## src/rtl/bpd_pht_port_ctrl.sv

```systemverilog
// PHT single-port controller: arbitrates fetch reads against queued retire
// updates and sequences a full-table init sweep after reset or clear.
module bpd_pht_port_ctrl #(
    parameter int IDX_W  = 12,
    parameter int QDEPTH = 4
) (
    input  logic                     clock,
    input  logic                     reset_n,
    input  logic                     clr_i,
    input  logic                     fe_rd_i,
    input  logic                     rt_valid_i,
    input  logic [IDX_W-1:0]         rt_idx_i,
    input  logic                     rt_dir_i,
    output logic                     rt_ready_o,
    output logic                     pht_we_o,
    output logic [IDX_W-1:0]         pht_idx_o,
    output logic                     pht_dir_o,
    output logic                     pht_init_o,
    output logic                     fe_stall_o,
    output logic                     busy_o,
    output logic [$clog2(QDEPTH):0]  q_cnt_o,
    output logic                     drop_o
);

    localparam int PW = $clog2(QDEPTH);
    localparam logic [PW:0] FULL = (PW+1)'(QDEPTH);

    typedef enum logic [1:0] {
        ST_START,
        ST_INIT,
        ST_RUN
    } state_t;

    state_t           r_state;
    logic [IDX_W-1:0] r_sweep;
    logic [IDX_W-1:0] r_q_idx [QDEPTH];
    logic [QDEPTH-1:0] r_q_dir;
    logic [PW-1:0]    r_wp;
    logic [PW-1:0]    r_rp;
    logic [PW:0]      r_cnt;
    logic [IDX_W-1:0] r_hold_idx;
    logic             r_hold_dir;

    logic             w_init;
    logic             w_run;
    logic             w_empty;
    logic             w_full;
    logic             w_ready;
    logic             w_grant;
    logic             w_we;
    logic             w_push;
    logic [IDX_W-1:0] w_idx;
    logic             w_dir;

    assign w_init  = (r_state == ST_INIT);
    assign w_run   = (r_state == ST_RUN);
    assign w_empty = (r_cnt == '0);
    assign w_full  = (r_cnt == FULL);
    assign w_ready = w_init | (w_run & ~w_full);

    // A full queue steals the port from fetch so updates cannot starve.
    assign w_grant = w_run & ~w_empty & (~fe_rd_i | w_full);
    assign w_we    = w_init | w_grant;
    assign w_push  = w_run & rt_valid_i & ~w_full & ~clr_i;
    assign w_idx   = w_init ? r_sweep : r_q_idx[r_rp];
    assign w_dir   = w_init ? 1'b0 : r_q_dir[r_rp];

    assign rt_ready_o = w_ready;
    assign pht_we_o   = w_we;
    assign pht_init_o = w_init;
    assign pht_idx_o  = w_we ? w_idx : r_hold_idx;
    assign pht_dir_o  = w_we ? w_dir : r_hold_dir;
    assign fe_stall_o = fe_rd_i & w_we;
    assign busy_o     = ~w_run;
    assign q_cnt_o    = r_cnt;
    assign drop_o     = rt_valid_i & w_ready & (w_init | clr_i);

    always_ff @(posedge clock or negedge reset_n) begin
        if (!reset_n) begin
            r_state    <= ST_START;
            r_sweep    <= '0;
            r_wp       <= '0;
            r_rp       <= '0;
            r_cnt      <= '0;
            r_q_dir    <= '0;
            r_hold_idx <= '0;
            r_hold_dir <= 1'b0;
            for (int i = 0; i < QDEPTH; i++) begin
                r_q_idx[i] <= '0;
            end
        end else begin
            if (w_we) begin
                r_hold_idx <= w_idx;
                r_hold_dir <= w_dir;
            end
            if (clr_i) begin
                r_state <= ST_INIT;
                r_sweep <= '0;
                r_wp    <= '0;
                r_rp    <= '0;
                r_cnt   <= '0;
            end else begin
                unique case (r_state)
                    ST_START: begin
                        r_state <= ST_INIT;
                    end
                    ST_INIT: begin
                        r_sweep <= r_sweep + IDX_W'(1);
                        if (&r_sweep) begin
                            r_state <= ST_RUN;
                        end
                    end
                    ST_RUN: begin
                        if (w_push) begin
                            r_q_idx[r_wp] <= rt_idx_i;
                            r_q_dir[r_wp] <= rt_dir_i;
                            r_wp          <= r_wp + PW'(1);
                        end
                        if (w_grant) begin
                            r_rp <= r_rp + PW'(1);
                        end
                        r_cnt <= r_cnt + {{PW{1'b0}}, w_push}
                                       - {{PW{1'b0}}, w_grant};
                    end
                    default: begin
                        r_state <= ST_START;
                    end
                endcase
            end
        end
    end

endmodule

```

## config.mk

```make
export PLATFORM = sky130hd
export DESIGN_NAME = bpd_pht_port_ctrl
export DESIGN_NICKNAME = d
export VERILOG_FILES = /design/src/rtl/bpd_pht_port_ctrl.sv
export SDC_FILE = /design/constraint.sdc
export NUM_CORES = 1
export LEC_CHECK = 0
export ABC_AREA = 1
export CORE_MARGIN = 4
export CORE_UTILIZATION = 40
export DETAILED_ROUTE_END_ITERATION = 8
export PLACE_DENSITY = 0.66
export SLEW_MARGIN = 30
export SYNTH_ARGS = -nofsm -noshare
export SYNTH_HDL_FRONTEND = slang
export SYNTH_SLANG_ARGS = --single-unit
```

## constraint.sdc

```tcl
create_clock -name clock -period 3.1 [get_ports clock]
set_input_delay 0.62 -clock clock [delete_from_list [all_inputs] [get_ports clock]]
set_output_delay 0.62 -clock clock [all_outputs]
set_load 0.03 [all_outputs]
```

==> results of run 1 <==
[layout make-up]
class                      instances  area, um2
multi-input combinational        343       1718
sequential                        86       2152
clock inverter                     7      80.08
tap                              136      170.2
timing repair buffer              46      406.6
clock buffer                       9      123.9
inverter                          44      165.2
fill                            1006       5461
[sequential cells by signal (all words and copies together) (netlist names)]
| register | count |
|---|---|
| r_wp | 2 |
| q_cnt_o | 3 |
| r_sweep | 12 |
| r_hold_idx | 12 |
| r_q_dir | 4 |
| r_state | 2 |
| r_q_idx | 48 |
| r_rp | 2 |
| r_hold_dir | 1 |
[stage by stage]
| stage | area, um2 | worst slack [ns] | total power [W] |
|---|---|---|---|
| after floorplan | 4183 | 0.5562 | 0.001190 |
| after CTS | 4816 | 0.2715 | 0.002069 |
| after global routing | 4816 | 0.1653 | 0.002128 |
| after detailed placement | 4612 | 0.1555 | 0.001251 |
| final | 4816 | 0.2837 | 0.002054 |
| after global placement | 4608 | 0.2376 | 0.001250 |
[cell usage after synthesis, drive strengths merged, types with 4 or more instances]
master | count | area, um2
a21oi | 8 | 40.04
buf | 16 | 128.9
clkbuf | 5 | 18.77
dfrtp | 86 | 2152
ha | 7 | 87.58
inv | 44 | 165.2
nand2 | 130 | 538.0
nand3 | 42 | 210.2
nand4 | 4 | 25.02
nor2 | 45 | 204.0
o21ai | 98 | 535.5
[power by group]
part           switching (W)  internal (W)
logic              0.0000626     0.0000337
registers         0.00000386       0.00113
clock network       0.000445      0.000383
[metal layers]
metal,part of all wire,vias up
met5,0,-
met4,0.017,0
met3,0.028,13
met2,0.47,52
met1,0.49,1572
li1,-,1681
[final timing paths]
path,from,end,slack (ns),cells past startpoint
worst min-delay path,reset_n,q_cnt_o[1]$_DFFE_PN0P_,0.27,1
worst max-delay path,fe_rd_i,pht_we_o,0.28,7
worst min register to register,r_q_idx[31]$_DFFE_PN0P_,r_q_idx[31]$_DFFE_PN0P_,0.49,2
worst max register to register,q_cnt_o[1]$_DFFE_PN0P_,q_cnt_o[2]$_DFFE_PN0P_,0.75,13
max in group asynchronous,reset_n,r_q_idx[24]$_DFFE_PN0P_,2.22,1
min in group clock,r_q_idx[31]$_DFFE_PN0P_,r_q_idx[31]$_DFFE_PN0P_,0.49,2
[logic make-up (layout without fill, tap and decap cells)]
logic type,count (synthesis),count (layout)
xor gates and xnor gates,3,3
DFF,86,86
and+or+nand+nor,223,223
buffers and inverters,65,106
adders and majority gates,8,8
AOI/OAI and AO/OA,109,109
[worst reg2reg max path: stages, from the launching register on]
cell	delay, ns
dfrtp_1	0.49
nor2_1	0.09
nand2_2	0.12
nand2_1	0.06
nand2_1	0.09
inv_1	0.07
ha_1	0.30
inv_1	0.06
ha_1	0.13
inv_1	0.05
fa_1	0.37
xnor2_1	0.19
xor2_1	0.15
o21ai_0	0.08
==> flow_summary.json, run 1 <==
{
  "status": "finished, final reports clean",
  "cpLargestDelayFamily": "buffers and inverters",
  "rows": 37,
  "area_delta_synth_final_pct": 15.14,
  "grt_usage": 0.1616,
  "synthesis.area_mm2": 0.004183,
  "postSynthCellCount": 494,
  "syn_nets": 520,
  "synth_edf_count": 0,
  "path_cells": "clkdlybuf4s50_1 -> inv_1 -> o21ai_0 -> nand2_1 -> nand2_1 -> nand2_1 -> clkdlybuf4s50_1",
  "drc": 0,
  "die_area_mm2": 0.01216,
  "leakage_nw": 2.363,
  "ys_seq_elements": 86,
  "antenna_found_initial": 0,
  "crit_path_frequent_cell": "nand2_1",
  "slew_viol_final": 0,
  "use_met2": 0.2604,
  "diodes": 0,
  "cts_buffers": 9,
  "drive_above_1_share": 0.1196,
  "cts-resized-gates": 0,
  "critical_path_class": "primary input to primary output",
  "clock_sinks": 86,
  "skew_ns": 0.01762,
  "hold_path.class": "primary input to asynchronous set/reset pin",
  "setup.worst_path.end_class": "primary output",
  "grt_max_degree": 87,
  "vdd_ir_drop_max_mv": 0.2798,
  "cts_hold_buf": 0,
  "die_y_um": 110.3,
  "tns_ns": 0,
  "slew_headroom": 0.4590,
  "crit_fanout": 5,
  "synth_top_family_by_area": "simple AND/OR/NAND/NOR gates",
  "num-nets-final": 556,
  "yosysSeqAreaShare": 0.5145,
  "cp.arrival_ns": 2.20,
  "critPathRequiredTime_ns": 2.48,
  "slowest_delay_ns": 0.70,
  "ys_warn_count": 0,
  "utilization": 0.4686,
  "top_usage_layer": "met2",
  "vias_per_cell": 4.945,
  "tritoncts": "yes",
  "gr-usage-met1": 0.2251,
  "synth.area.mux_share": 0,
  "insertion_delay_ns": 0.36,
  "synth_compound_area_frac": 0.1427,
  "cts_buffer_depth": 2,
  "p_per_area_mw_per_mm2": 426.6,
  "synth-simple-area-share": 0.2360,
  "dr.pass1.iters": 4,
  "slowest_stage": "clkdlybuf4s50_1",
  "synth-adder-area-share": 0.02573,
  "place_hpwl_mm": 6.054,
  "io_pins": 40,
  "gp_congestion": 0.8806,
  "place_inst": 655,
  "path_clk_slew_ns": 0.10,
  "drtAntennaViolNets": 0,
  "wire_per_inst_um": 13.75,
  "fmax_mhz": 355.1,
  "use_met3": 0.02155,
  "drt_iter0_drc": 203,
  "rsz0062_at_grt": "false",
  "hold_slack_ns": 0.2724,
  "first_global_vias": 3224,
  "setup_viol": 0,
  "syn_avg_cell_area_um2": 8.467,
  "finalCriticalPeriod_ns": 2.816,
  "layout_common_cells": "nand2_1, dfrtp_1, o21ai_0",
  "fp.dieW_um": 110.3,
  "ctsHtreeMaxLevel": 3,
  "wl_mm": 9.224,
  "synth-xor-area-share": 0.006282,
  "yosys_most_used_dff": "dfrtp_1",
  "cts-root-buf": "clkbuf_8",
  "post-route-period-util": 0.9085,
  "grt_pass1_wl_mm": 15.56,
  "synth_cell_type_count": 27,
  "cts_setup_buffers": 0,
  "grt_overflow": 0,
  "num_vias": 3318,
  "async_flop_share": 1.000,
  "mostFrequentLayoutCell": "nand2_1",
  "fp.coreArea_mm2": 0.01028,
  "drv_cap": 0,
  "path_buf_inv": 3,
  "worstMarginPinSlew_ns": 0.8115,
  "hold_viol_final": 0,
  "crit_path_start_kind": "primary input",
  "port_buffers": 39,
  "start_util": 0.4070,
  "instances_no_fill": 671
}
(Power assumes the default switching activity.)
==> run 2, diff against run 1 <==
--- a/config.mk
+++ b/config.mk
@@ -6,9 +6,10 @@
 export NUM_CORES = 1
 export LEC_CHECK = 0
 export ABC_AREA = 1
-export CORE_MARGIN = 4
+export CORE_MARGIN = 2
 export CORE_UTILIZATION = 40
 export DETAILED_ROUTE_END_ITERATION = 8
+export GPL_TIMING_DRIVEN = 0
 export PLACE_DENSITY = 0.66
 export SLEW_MARGIN = 30
 export SYNTH_ARGS = -nofsm -noshare
==> run 2 against run 1 <==
Clock skew is 0.0093 ns lower. Global-route usage increased by 3.6 points. Final area grew 2.4%. Sequential power hardly changed. Cell count increased by 2.2%. Critical path type is now register to primary output. Critical endpoint is now pht_idx_o[5].
==> flow_summary.json, run 2 (same netlist as run 1, synthesis figures left out) <==
{
  "clockPowerShare": 0.370,
  "vias_per_cell": 5.103,
  "die_y_um": 106.3,
  "p_int_w": 0.001459,
  "drtAntennaViolNets": 0,
  "fp.coreArea_mm2": 0.01023,
  "antenna_found_initial": 0,
  "post-route-period-util": 0.9712,
  "grt_max_degree": 46,
  "fp.dieW_um": 106.3,
  "die_area_mm2": 0.01129,
  "p_seq_frac": 0.578,
  "grt_overflow": 0,
  "layout_common_cells": "nand2_1, dfrtp_1, o21ai_0",
  "instances_no_fill": 686,
  "place_inst": 670,
  "final_cell_area_mm2": 0.004932,
  "switching_power_w": 0.0004983,
  "finalCriticalPeriod_ns": 3.011,
  "power_frac_comb": 0.052,
  "wire_per_inst_um": 15.17,
  "grt_usage": 0.1979,
  "mostFrequentLayoutCell": "nand2_1",
  "rows": 37,
  "hold_path.class": "primary input to asynchronous set/reset pin",
  "num_vias": 3501,
  "gp_congestion": 0.8434,
  "place_hpwl_mm": 7.327,
  "setup.worst_path.end_class": "primary output",
  "leakage_nw": 2.467,
  "crit_path_start_kind": "register",
  "utilization": 0.4821,
  "dp_slack_ns": -0.1185,
  "fin_ws_ns": 0.08922,
  "largest_reg_flops": 48,
  "setup_viol": 0,
  "tritoncts": "yes",
  "postPlaceCellArea_mm2": 0.004772,
  "ctsHtreeMaxLevel": 3,
  "cts_hold_buf": 0,
  "drv_cap": 0,
  "cts_buffers": 9,
  "rsz0062_at_grt": "false",
  "drt_iter0_drc": 292,
  "fillers": 1017,
  "multi_input_area_mm2": 0.001718,
  "p_per_area_mw_per_mm2": 396.8,
  "area_delta_synth_final_pct": 17.92,
  "critPathRequiredTime_ns": 2.48,
  "switching_share": 0.2546,
  "drc": 0,
  "status": "finished, final reports clean",
  "top_regs": "r_q_idx (48), r_hold_idx (12), r_sweep (12)",
  "diodes": 0,
  "num-nets-final": 571,
  "start_util": 0.4088,
  "largest_register": "r_q_idx",
  "fmax_mhz": 332.1,
  "port_buffers": 39,
  "insertion_delay_ns": 0.37,
  "vdd_ir_drop_max_mv": 0.1700,
  "cts_buffer_depth": 2,
  "regArea_mm2": 0.002152,
  "grt_pass1_wl_mm": 17.20,
  "clock_sinks": 86,
  "dr.pass1.iters": 5,
  "critical_path_class": "register to primary output",
  "skew_ns": 0.008285,
  "cts-root-buf": "clkbuf_8",
  "first_global_vias": 3494,
  "slew_headroom": 0.6711,
  "slew_viol_final": 0,
  "hold_slack_ns": 0.1656,
  "worstMarginPinSlew_ns": 0.4934,
  "hold_viol_final": 0,
  "cp.arrival_ns": 2.39,
  "crit_fanout": 10,
  "cts_setup_buffers": 0,
  "io_pins": 40,
  "drive_above_1_share": 0.1145,
  "wl_mm": 10.41,
  "path_clk_slew_ns": 0.09
}
==> run 2: cell count changes in the layout (fill, tap and decap cells not counted), moves of 2 or more <==
cell	change
buf_4	-22
inv_6	-2
buf_6	+8
dlymetal6s2s_1	+2
buf_2	+8
clkbuf_2	+5
dlygate4sd2_1	+11
clkbuf_1	+3
==> run 2: worst max-delay path, stage by stage, from the launching register on <==
cell and delay, ns:
dfrtp_1 0.37, buf_2 0.19, inv_2 0.18, clkbuf_2 0.26, o21ai_0 0.10, o21ai_0 0.32
nand2_1 0.09, nand3_1 0.11, dlygate4sd2_1 0.41
==> run 2: worst paths after layout <==
check	start	to	slack, ns	depth (start not counted)
max in group asynchronous	reset_n	r_q_idx[25]$_DFFE_PN0P_	2.36	2
worst min-delay path	reset_n	q_cnt_o[1]$_DFFE_PN0P_	0.17	1
worst max register to register	q_cnt_o[1]$_DFFE_PN0P_	q_cnt_o[2]$_DFFE_PN0P_	0.47	14
worst min register to register	r_hold_dir$_DFF_PN0_	r_hold_dir$_DFF_PN0_	0.48	2
min in group clock	r_hold_dir$_DFF_PN0_	r_hold_dir$_DFF_PN0_	0.48	2
worst max-delay path	r_rp[0]$_DFFE_PN0P_	pht_idx_o[5]	0.09	8
==> run 2: final cells by class <==
type                    instances  share of cell area
flip-flops and latches         86              0.4363
multi-input cells             343              0.3483
repair buffers                 40             0.08118
well taps                     136             0.03450
inverters                      44             0.03349
plain buffers                  21             0.03095
clock buffers                  10             0.02588
clock inverters                 6            0.009386
==> run 2: what timing repair did <==
item                       4_1_cts  5_1_grt
setup endpoints to repair       13        4
gates resized for setup         17        6
gates cloned                     0        0
==> run 2: power by group through the flow <==
stage	sequential (W)	combinational, W	clock [W]
floorplan	0.00115	0.0000380	0
CTS	0.00113	0.000104	0.000743
global route	0.00113	0.000113	0.000796
finish	0.00113	0.000101	0.000725
global placement	0.00115	0.0000993	0
detailed placement	0.00115	0.000106	0
==> run 2: metal layers <==
metal | track usage | routed length [um] | vias to the layer above
met2 | 0.3187 | 4971 | 85
met4 | 0.08647 | 205 | 0
met3 | 0.03066 | 407 | 14
li1 | - | - | 1709
met1 | 0.2652 | 4821 | 1693
met5 | 0 | 0 | -
==> run 2: stage by stage <==
stage / power, W / setup TNS (ns)
after CTS: 0.001978 / 0
after detailed placement: 0.001259 / -1.144
after global placement: 0.001252 / -147.15
after floorplan: 0.001190 / 0
final: 0.001957 / 0
after global routing: 0.002041 / 0
